File: config.mk
export PLATFORM = sky130hd
export DESIGN_NAME = mmio_uart_tx
export DESIGN_NICKNAME = d
export VERILOG_FILES = /design/src/rtl/mmio_uart_tx.sv
export SDC_FILE = /design/constraint.sdc
export NUM_CORES = 1
export LEC_CHECK = 0
export ABC_AREA = 0
export CAP_MARGIN = 0
export CORE_MARGIN = 2
export CORE_UTILIZATION = 35
export CTS_CLUSTER_SIZE = 40
export DETAILED_ROUTE_END_ITERATION = 10
export GPL_ROUTABILITY_DRIVEN = 0
export PLACE_DENSITY_LB_ADDON = 0.12
export SYNTH_ARGS = -nofsm -noshare
export SYNTH_HDL_FRONTEND = slang
export SYNTH_SLANG_ARGS = --single-unit
File: constraint.sdc
create_clock -name clk -period 2.3 [get_ports clk]
set_clock_uncertainty 0.05 [all_clocks]
set_input_delay 0.46 -clock clk [delete_from_list [all_inputs] [get_ports clk]]
set_output_delay 0.46 -clock clk [all_outputs]
set_load 0.005 [all_outputs]
File: src/rtl/mmio_uart_tx.sv
// Memory-mapped 8N1 UART transmitter: byte FIFO behind a TXDATA/STATUS register pair.
// Define MMIO_UART_TX_PARITY_EN to insert an even-parity bit between data and stop.
module mmio_uart_tx #(
    parameter logic [31:0] BASE_ADDR    = 32'h0000_0100,
    parameter int          CLKS_PER_BIT = 4,
    parameter int          FIFO_DEPTH   = 4
) (
    input  logic        clk,
    input  logic        reset,
    input  logic        MemWrite,
    input  logic [31:0] DataAdr,
    input  logic [31:0] WriteData,
    output logic [31:0] ReadData,
    output logic        tx,
    output logic        busy
);
    localparam int PW = (FIFO_DEPTH > 1) ? $clog2(FIFO_DEPTH) : 1;
    localparam int CW = PW + 1;
    localparam int BW = (CLKS_PER_BIT > 1) ? $clog2(CLKS_PER_BIT) : 1;
    localparam logic [BW-1:0] CYC_LAST = BW'(CLKS_PER_BIT - 1);
    localparam logic [CW-1:0] DEPTH_C  = CW'(FIFO_DEPTH);

`ifdef MMIO_UART_TX_PARITY_EN
    typedef enum logic [2:0] {S_IDLE, S_START, S_DATA, S_PARITY, S_STOP} state_e;
    localparam logic PAR_FLAG = 1'b1;
`else
    typedef enum logic [1:0] {S_IDLE, S_START, S_DATA, S_STOP} state_e;
    localparam logic PAR_FLAG = 1'b0;
`endif

    state_e            state_q, state_d;
    logic [BW-1:0]     cyc_q, cyc_d;
    logic [2:0]        bit_q, bit_d;
    logic [7:0]        sh_q, sh_d;
    logic              tx_q, tx_d;
`ifdef MMIO_UART_TX_PARITY_EN
    logic              par_q, par_d;
`endif

    logic [7:0]        mem_q [FIFO_DEPTH];
    logic [PW-1:0]     wp_q, rp_q;
    logic [CW-1:0]     cnt_q;
    logic              ovf_q;

    logic              push_req, push_ok, ovf_clr, empty, full, pop, last;
    logic [7:0]        head;
    logic [3:0]        cnt4;
    logic [31:0]       status;

    assign empty    = (cnt_q == '0);
    assign full     = (cnt_q == DEPTH_C);
    assign head     = mem_q[rp_q];
    assign last     = (cyc_q == CYC_LAST);
    assign push_req = MemWrite && (DataAdr == BASE_ADDR);
    assign push_ok  = push_req && !full;
    assign ovf_clr  = MemWrite && (DataAdr == BASE_ADDR + 32'd4) && WriteData[3];

    assign cnt4     = 4'(cnt_q);
    assign status   = {23'd0, PAR_FLAG, cnt4, ovf_q, state_q != S_IDLE, empty, full};
    assign ReadData = (DataAdr == BASE_ADDR + 32'd4) ? status : 32'd0;
    assign tx       = tx_q;
    assign busy     = (state_q != S_IDLE) || !empty;

    always_comb begin
        state_d = state_q;
        cyc_d   = cyc_q;
        bit_d   = bit_q;
        sh_d    = sh_q;
        tx_d    = tx_q;
        pop     = 1'b0;
`ifdef MMIO_UART_TX_PARITY_EN
        par_d   = par_q;
`endif
        if (state_q != S_IDLE)
            cyc_d = last ? '0 : cyc_q + 1'b1;
        case (state_q)
            S_IDLE: if (!empty) begin
                pop     = 1'b1;
                state_d = S_START;
                sh_d    = head;
                tx_d    = 1'b0;
                cyc_d   = '0;
`ifdef MMIO_UART_TX_PARITY_EN
                par_d   = ^head;
`endif
            end
            S_START: if (last) begin
                state_d = S_DATA;
                bit_d   = 3'd0;
                tx_d    = sh_q[0];
            end
            // Shift register moves right so the next bit out is always sh_q[1].
            S_DATA: if (last) begin
                if (bit_q == 3'd7) begin
`ifdef MMIO_UART_TX_PARITY_EN
                    state_d = S_PARITY;
                    tx_d    = par_q;
`else
                    state_d = S_STOP;
                    tx_d    = 1'b1;
`endif
                end else begin
                    bit_d = bit_q + 3'd1;
                    sh_d  = sh_q >> 1;
                    tx_d  = sh_q[1];
                end
            end
`ifdef MMIO_UART_TX_PARITY_EN
            S_PARITY: if (last) begin
                state_d = S_STOP;
                tx_d    = 1'b1;
            end
`endif
            S_STOP: if (last) begin
                if (!empty) begin
                    // Chain straight into the next start bit, no idle gap.
                    pop     = 1'b1;
                    state_d = S_START;
                    sh_d    = head;
                    tx_d    = 1'b0;
`ifdef MMIO_UART_TX_PARITY_EN
                    par_d   = ^head;
`endif
                end else begin
                    state_d = S_IDLE;
                    tx_d    = 1'b1;
                end
            end
            default: begin
                state_d = S_IDLE;
                tx_d    = 1'b1;
            end
        endcase
    end

    always_ff @(posedge clk or posedge reset) begin
        if (reset) begin
            state_q <= S_IDLE;
            cyc_q   <= '0;
            bit_q   <= '0;
            sh_q    <= '0;
            tx_q    <= 1'b1;
`ifdef MMIO_UART_TX_PARITY_EN
            par_q   <= 1'b0;
`endif
        end else begin
            state_q <= state_d;
            cyc_q   <= cyc_d;
            bit_q   <= bit_d;
            sh_q    <= sh_d;
            tx_q    <= tx_d;
`ifdef MMIO_UART_TX_PARITY_EN
            par_q   <= par_d;
`endif
        end
    end

    always_ff @(posedge clk or posedge reset) begin
        if (reset) begin
            for (int i = 0; i < FIFO_DEPTH; i++) mem_q[i] <= '0;
            wp_q  <= '0;
            rp_q  <= '0;
            cnt_q <= '0;
            ovf_q <= 1'b0;
        end else begin
            if (push_ok) begin
                mem_q[wp_q] <= WriteData[7:0];
                wp_q        <= wp_q + 1'b1;
            end
            if (pop) rp_q <= rp_q + 1'b1;
            cnt_q <= cnt_q + CW'(push_ok) - CW'(pop);
            if (push_req && !push_ok) ovf_q <= 1'b1;
            else if (ovf_clr)         ovf_q <= 1'b0;
        end
    end
endmodule

Word-level counts from Yosys, hierarchy flattened. Index checks and enable logic that the tools add are counted.

Eq/ne operators: 14. $add $sub $neg: 6. Reduce and logical (&&, ||, !) cells: 20. Multiplexer cells: 39. Magnitude comparators: 3. Bitwise gates (word level): 2.

Operators by type and width (number): == test 32 x 9 -> 1 bit, second input constant (2); two-way mux 8 bit (7); bitwise mux 32 bit (1); case mux 8 bit (3 select lines) (1); two-way mux 2 bit (9); binary-select mux 8 bit (select 2 bit) (1); demux 8 bit (select 2 bit) (1); != test 2 bit, second input constant (6); AND reduction 4 bit (3); two-way mux 1 bit (11); two-way mux 3 bit (3); case mux 2 bit (4 select lines) (1); two-way mux 7 bit (1); adder 2 x 1 -> 2 bit, second input constant (3); == test 2 bit, second input constant (3); == test 3 bit, second input constant (2); >= comparator 3 bit, second input constant (2); logical AND 1 bit (6); inverter 2 -> 3 bit (2); case mux 3 bit (2 select lines) (1); nonzero test 2 bit (3); AND reduction 5 bit (1); case mux 1 bit (4 select lines) (1); adder 3 x 1 -> 3 bit (1); other kinds (10) (12).

Register bits after elaboration: 56. Input port bits: 67. Logic and storage cells: 97.

Longest topological paths before layout. Gate-level depths: netlist of the first run.

Word-level depth: 7. Mapped depth: 11. Depth with buffers taken out: 10.

Worst setup path before layout of the first run. No wires, ideal clock.

Path kind: input port to flip-flop. Start point: input DataAdr[16]. End point: register cnt_q[2]. Buffers on the path: 1. Setup time: 0.124 ns. Required time: 2.126 ns. Setup slack: -0.384 ns. Cell stages on the path: 11. Arrival time: 2.510 ns. Path through: nor4_1 -> and4_2 -> buf_2 -> and4_1 -> inv_1 -> ha_1 -> inv_1 -> ha_1 -> fa_1 -> xnor2_1 -> xnor2_1.

Longest elaborated chain between the ends: 5.

RTL lines: from (decl) (RTL line 11) `input logic [31:0] DataAdr,`; == test 32 x 9 -> 1 bit (RTL line 54) `assign push_req = MemWrite && (DataAdr == BASE_ADDR);`; logical AND 1 bit (RTL line 54); logical AND 1 bit (RTL line 55) `assign push_ok = push_req && !full;`; adder 3 x 1 -> 3 bit (RTL line 171) `cnt_q <= cnt_q + CW'(push_ok) - CW'(pop);`; subtractor 3 x 1 -> 3 bit (RTL line 171); to (signal assigned) (RTL line 171); to (decl) (RTL line 42) `logic [CW-1:0] cnt_q;`.

Every way passes these cells. A chain may end at the register's enable or synchronous reset.

Worst setup path in the final report of the first run.
Start point: input DataAdr[7]. End point: register cnt_q[2].

Same word-level chain as after synthesis.

==> results.toml, run 1 <==
[setup_path]
worstPathMaxFanout = 2
critical_path_class = "input pin to flop"
worst_ep_required_time_ns = 2.46
reg2reg_to = "cnt_q[2]$_DFF_PP0_"
cp-startpoint = "DataAdr[7]"
cp-end-kind = "flop"
cp-start-kind = "input pin"
rr_worst_depth = 9
arrival_ns = 2.44
regToRegStartpoint = "state_q[0]$_DFFE_PP0P_"
ff2ff_setup_slack_ns = 0.07

[yosys]
ys_ff_latch = 56
synthFlopType = "dfrtp_1"
synth_area_um2 = 3140
synthArstFlopShare_pct = 100
yosysWarnings = 0
synth_cell_type_count = 47
seq_area_frac_synth_pct = 44.7
synth_area_per_cell_um2 = 11.6
syn_inst = 271
synth-edff-count = 0

[placement]
port_buffers = 51
dp.cells = 451
place_ws_ns = -0.689
dp_hpwl_um = 4850

[clock_tree]
clock_sinks = 56
htree_levels = 2
clk_pin_slew_ns = 0.11
cts_tree = "done"
clock_latency_ns = 0.31
cts_root_buf = "clkbuf_8"
cts_buffers = 5
cts_buffer_depth = 2

[sta]
worst_slack_ns = 0.0206
hold_violations = 0
setup_violations = 0
period_minus_slack_ns = 2.28
fin_crit_sh_pct = 99.1
grt_setup_unrepaired = "true"
slew_viol_final = 0
holdWs_ns = 0.444
max_freq_mhz = 439

[global_routing]
grtUsageTotal_pct = 14.4
antenna_found_initial = 0
grt_max_degree = 57
grt_overflow = 0
grt_pass1_wl_um = 11200
grt_pass1_vias = 2291

[route]
vias = 2222
first_iter_violations = 47
post_drt_wl_per_cell_um = 13.9
drc = 0
drt-total-wl_um = 6540
vias_per_cell = 4.74
drt-pass1-iter-count = 4
drt.antenna.violating_nets = 0

[final_layout]
fin_util_pct = 47.5
antenna_cells = 0
post_layout_nonfiller_instances = 469
nets = 442
fill_cells = 799
synthToLayoutAreaGrowth_pct = 32.1
layout-drive-gt1-share_pct = 41.0

[worst_hold_path]
worstHoldStart = "cyc_q[0]$_DFF_PP0_"
hold_class = "flop to flop"
holdPathEnd = "cyc_q[0]$_DFF_PP0_"
whs_path_depth = 1

[die]
coreArea_um2 = 8720
top_level_ports = 101
rows = 34
fp.dieH_um = 98.7
die_w_um = 98.7
initial_core_util_pct = 36.0
die-area_um2 = 9740

[run]
max-cap-violations = 0

[power]
finalPower_mw = 1.68
total_leakage_power_nw = 2.01
power.density_nw_per_um2 = 404
peakVddDrop_v = 0.000233

[run_status]
run_status = "complete, no violations"
## report_power, final
part | switching (mW) | internal, mW | total, mW
clock network | 0.348 | 0.223 | 0.571
registers | 0.00000363 | 0.984 | 0.984
logic | 0.0658 | 0.0544 | 0.120
## synthesized netlist by cell type (all sizes together), types with 2 or more instances
library cell  instances  area (um2)
inv                  13        48.8
and4                  3        27.5
o21ai                 8        40.0
mux4                  8         180
clkbuf                4        15.0
nand3                 5        25.0
nand4                 2        12.5
buf                  29         206
nor3                  6        30.0
nor3b                 2        20.0
a211oi                2        20.0
and3                  4        25.0
nor4                  8        65.1
nand2b                2        12.5
ha                   14         175
nor2                  8        30.0
mux2                 41         462
dfrtp                55        1380
a22oi                 2        15.0
xnor2                 4        35.0
a21oi                 5        25.0
nand2                27         101
## cells by family after synthesis
| group | Yosys count | share of synthesized area [%] |
|---|---|---|
| AO/OA/AOI/OAI | 26 | 5.66 |
| XOR/XNOR | 5 | 1.39 |
| adder cells (fa/ha/maj) | 15 | 6.22 |
| buffers and inverters | 46 | 8.61 |
| flip-flops | 56 | 44.7 |
| multiplexers | 50 | 20.8 |
| other | 1 | 0.119 |
| AND/OR/NAND/NOR | 72 | 12.6 |
## layer usage
| metal | share of wire, % | vias up | wire length [um] | track usage, % |
|---|---|---|---|---|
| met5 | 0 | - | 0 | 0 |
| met4 | 0.55 | 0 | 36 | 2.85 |
| met3 | 2.5 | 2 | 162 | 2.77 |
| met2 | 50 | 36 | 3250 | 25.4 |
| met1 | 47 | 1088 | 3090 | 18.5 |
| li1 | - | 1096 | - | - |
## per-stage QoR
stage	setup TNS, ns	instance area, um2
final	0	4150
after global routing	-0.0479	4150
after CTS	0	4150
after detailed placement	-10.02	3980
after global placement	-9.86	3980
after floorplan	-0.319	3330
## worst max path at each step
stage	end	cells after the start
3_3_place_gp	cnt_q[2]$_DFF_PP0_	11
3_5_place_dp	cnt_q[2]$_DFF_PP0_	11
6_report	cnt_q[2]$_DFF_PP0_	11
2_1_floorplan	cnt_q[2]$_DFF_PP0_	11
5_1_grt	cnt_q[2]$_DFF_PP0_	9
4_1_cts	cnt_q[2]$_DFF_PP0_	11
## critical path, stage by stage
cell and delay (ns):
dlygate4sd2_1 0.26, nor4_4 0.15, and4_4 0.27, and4_4 0.21
inv_2 0.05, ha_4 0.25, inv_2 0.04, ha_4 0.14
fa_2 0.35, xnor2_2 0.15, xnor2_1 0.12
## area by class of cell
cell class / count / area, um2 / area share [%]
clock buffer: 5 / 68.8 / 1.66
tap: 108 / 135 / 3.26
clock inverter: 3 / 25.0 / 0.603
sequential: 56 / 1400 / 33.9
inverter: 13 / 48.8 / 1.18
multi-input combinational: 193 / 1750 / 42.3
timing repair buffer: 91 / 711 / 17.1
## registers in the layout, summed over array words and instances, names as in the netlist
name	flops
cyc_q	2
cnt_q	3
wp_q	2
rp_q	2
bit_q	3
state_q	2
ovf_q	1
tx	1
sh_q	8
mem_q	32
## placed cells by master (no fill, tap or decap), types with 2 or more instances in the layout
cell and n:
xnor2_1 3, nor3_1 3, buf_6 2, nor3_2 3, and4_4 2, buf_2 19, mux2_4 8, nor2_1 8
clkbuf_2 3, a22oi_1 2, clkbuf_8 5, inv_6 2, nor4_4 7, mux2_2 33, nand2b_1 2, and3_1 4
conb_1 25, buf_4 38, nand2_1 26, clkdlybuf4s15_1 5, nand4_1 2, a21oi_1 5, clkdlybuf4s50_1 12, nand3_1 4
inv_2 3, dfrtp_1 54, dlygate4sd2_1 9, o21ai_0 8, inv_1 10, ha_4 2, mux4_2 8, ha_1 12
## what timing repair did
action	in CTS	in global routing
hold buffers	0	0
setup endpoints to repair	10	17
resized for setup	123	11
pin swaps	21	13
cloned	0	0
setup buffers	15	1
hold endpoints to repair	0	0
Note: power is estimated with default switching activity, not from simulation.
==> run 2: changes to the inputs <==
DONT_BUFFER_PORTS = 1   (was default)
==> run 2 against run 1 <==
Count of clock-buffer cells in the layout unchanged. Highest routed layer unchanged. Via count down 11%. First-iteration DRC count up 43%. Largest cell class unchanged. Fmax up 6.3%. Non-clock buffer count down 68. Critical path depth down 1. Sequential power about the same. Design area down 15%.
==> results.toml, run 2 (synthesis gave the netlist of run 1 again) <==
[power]
power.density_nw_per_um2 = 455
finalPower_mw = 1.60
peakVddDrop_v = 0.000240
total_leakage_power_nw = 1.68

[global_routing]
grtUsageTotal_pct = 13.0
grt_pass1_wl_um = 9980
grt_max_degree = 33
antenna_found_initial = 0
grt_overflow = 0
grt_pass1_vias = 1917

[sta]
setup_violations = 0
slew_viol_final = 0
grt_setup_unrepaired = "true"
fin_crit_sh_pct = 93.2
tightest_slew_ns = 0.561
period_minus_slack_ns = 2.14
max_freq_mhz = 467
slew_headroom_pct = 62.6
finalSetupTns_ns = 0
hold_violations = 0

[die]
rows = 34
coreArea_um2 = 8720
die-area_um2 = 9740
top_level_ports = 101
initial_core_util_pct = 36.0
die_w_um = 98.7
fp.dieH_um = 98.7

[route]
vias = 1974
drt-total-wl_um = 5910
drt-pass1-iter-count = 4
first_iter_violations = 67
drt.antenna.violating_nets = 0
vias_per_cell = 4.92
post_drt_wl_per_cell_um = 14.7
drc = 0

[final_layout]
layout_commonest_cell = "dfrtp_1"
post_layout_nonfiller_instances = 401
synthToLayoutAreaGrowth_pct = 12.2
layout_common_cells = "dfrtp_1, mux2_2, nand2_1"
final_cell_area_um2 = 3520
nets = 374
largest_register_ffs = 32
layout-drive-gt1-share_pct = 34.1
antenna_cells = 0
largest-register = "mem_q"
fin_util_pct = 40.4
top_regs = "mem_q x32, sh_q x8"

[placement]
dp.cells = 393
port_buffers = 0
dpl-instance-area_um2 = 3420
dp_hpwl_um = 4380

[setup_path]
critical_path_class = "input pin to flop"
arrival_ns = 2.34
path_delay_family = "simple AND/OR/NAND/NOR gates"
cp-start-kind = "input pin"
critical-path-slowest-cell = "fa_2"
path_buf_inv = 2
worstPathMaxFanout = 2
crit_chain = "nor4_4, and4_4, and4_4, inv_2, ha_1, inv_1, ha_2, fa_2, xnor2_1, xnor2_1"
worst_ep_required_time_ns = 2.49
cp-end-kind = "flop"
max_stage_delay_ns = 0.33

[clock_tree]
htree_levels = 2
clk_pin_slew_ns = 0.11
cts_buffer_depth = 2
cts_tree = "done"
cts_root_buf = "clkbuf_8"
clock_latency_ns = 0.31
hold_buffers = 0
clock_sinks = 56
cts_buffers = 5

[run]
max-cap-violations = 0

[run_status]
run_status = "complete, no violations"

[worst_hold_path]
hold_class = "input pin to async pin"
[run 2: cell types whose count changed in the layout (fill, tap and decap cells not counted), moves of 3 or more]
cell	delta
mux2_2	+8
dlygate4sd2_1	-9
clkdlybuf4s50_1	-12
clkdlybuf4s15_1	-5
clkbuf_2	-3
mux2_4	-8
buf_4	-16
buf_2	-19
[run 2: stage by stage]
step	hold slack, ns	setup WS, ns
2_1_floorplan	0.396	-0.224
3_3_place_gp	0.381	-0.188
3_5_place_dp	0.386	-0.192
4_1_cts	0.0321	0.0501
5_1_grt	0.0533	-0.00702
6_report	0.0213	0.157
[run 2: power by group]
group          internal [mW]  total (mW)  switching, mW
clock network          0.225       0.571          0.347
registers              0.984       0.984     0.00000407
logic                 0.0135      0.0457         0.0322
total                   1.22        1.60          0.379
[run 2: path summary, 6_finish.rpt]
check / startpoint / depth (start not counted) / endpoint / slack [ns]
max in group asynchronous: reset / 2 / mem_q[1]$_DFFE_PP0P_ / 1.61
min in group clk: DataAdr[2] / 1 / ovf_q$_DFFE_PP0P_ / 0.20
min reg2reg: cyc_q[0]$_DFF_PP0_ / 1 / cyc_q[0]$_DFF_PP0_ / 0.43
max: DataAdr[7] / 10 / cnt_q[2]$_DFF_PP0_ / 0.16
min: reset / 1 / mem_q[30]$_DFFE_PP0P_ / 0.02
max reg2reg: state_q[1]$_DFFE_PP0P_ / 9 / cnt_q[2]$_DFF_PP0_ / 0.16
[run 2: worst register-to-register path, cell delays in order, from the launching register on]
cell	delay (ns)
dfrtp_1	0.42
inv_1	0.13
ha_1	0.27
nor3_2	0.23
ha_1	0.15
inv_1	0.04
ha_2	0.16
fa_2	0.33
xnor2_1	0.17
xnor2_1	0.13
[run 2: repair_timing]
action / 4_1_cts / 5_1_grt
setup endpoints to repair: 0 / 8
endpoints found under the hold margin: 0 / 0
gates resized for setup: 0 / 2
buffers inserted: 0 / 0
[run 2: cell type report]
| cell class | instances | area (um2) |
|---|---|---|
| sequential | 56 | 1400 |
| tap | 108 | 135 |
| clock buffer | 5 | 68.8 |
| fill | 855 | 5200 |
| clock inverter | 3 | 27.5 |
| multi-input combinational | 193 | 1650 |
| inverter | 13 | 48.8 |
| timing repair buffer | 23 | 185 |
[run 2: layer usage]
layer | wire, um | part of all wire [%] | global-route usage, %
met2 | 2880 | 49 | 20.9
met1 | 2780 | 47 | 17.9
met5 | 0 | 0 | 0
met3 | 213 | 3.6 | 3.12
met4 | 36 | 0.61 | 3.16
==> run 3: changes to the inputs <==
GPL_TIMING_DRIVEN = 1   (was default)
==> results of run 3 <==
The final DEF is identical to that of run 2; final timing and power are the same.
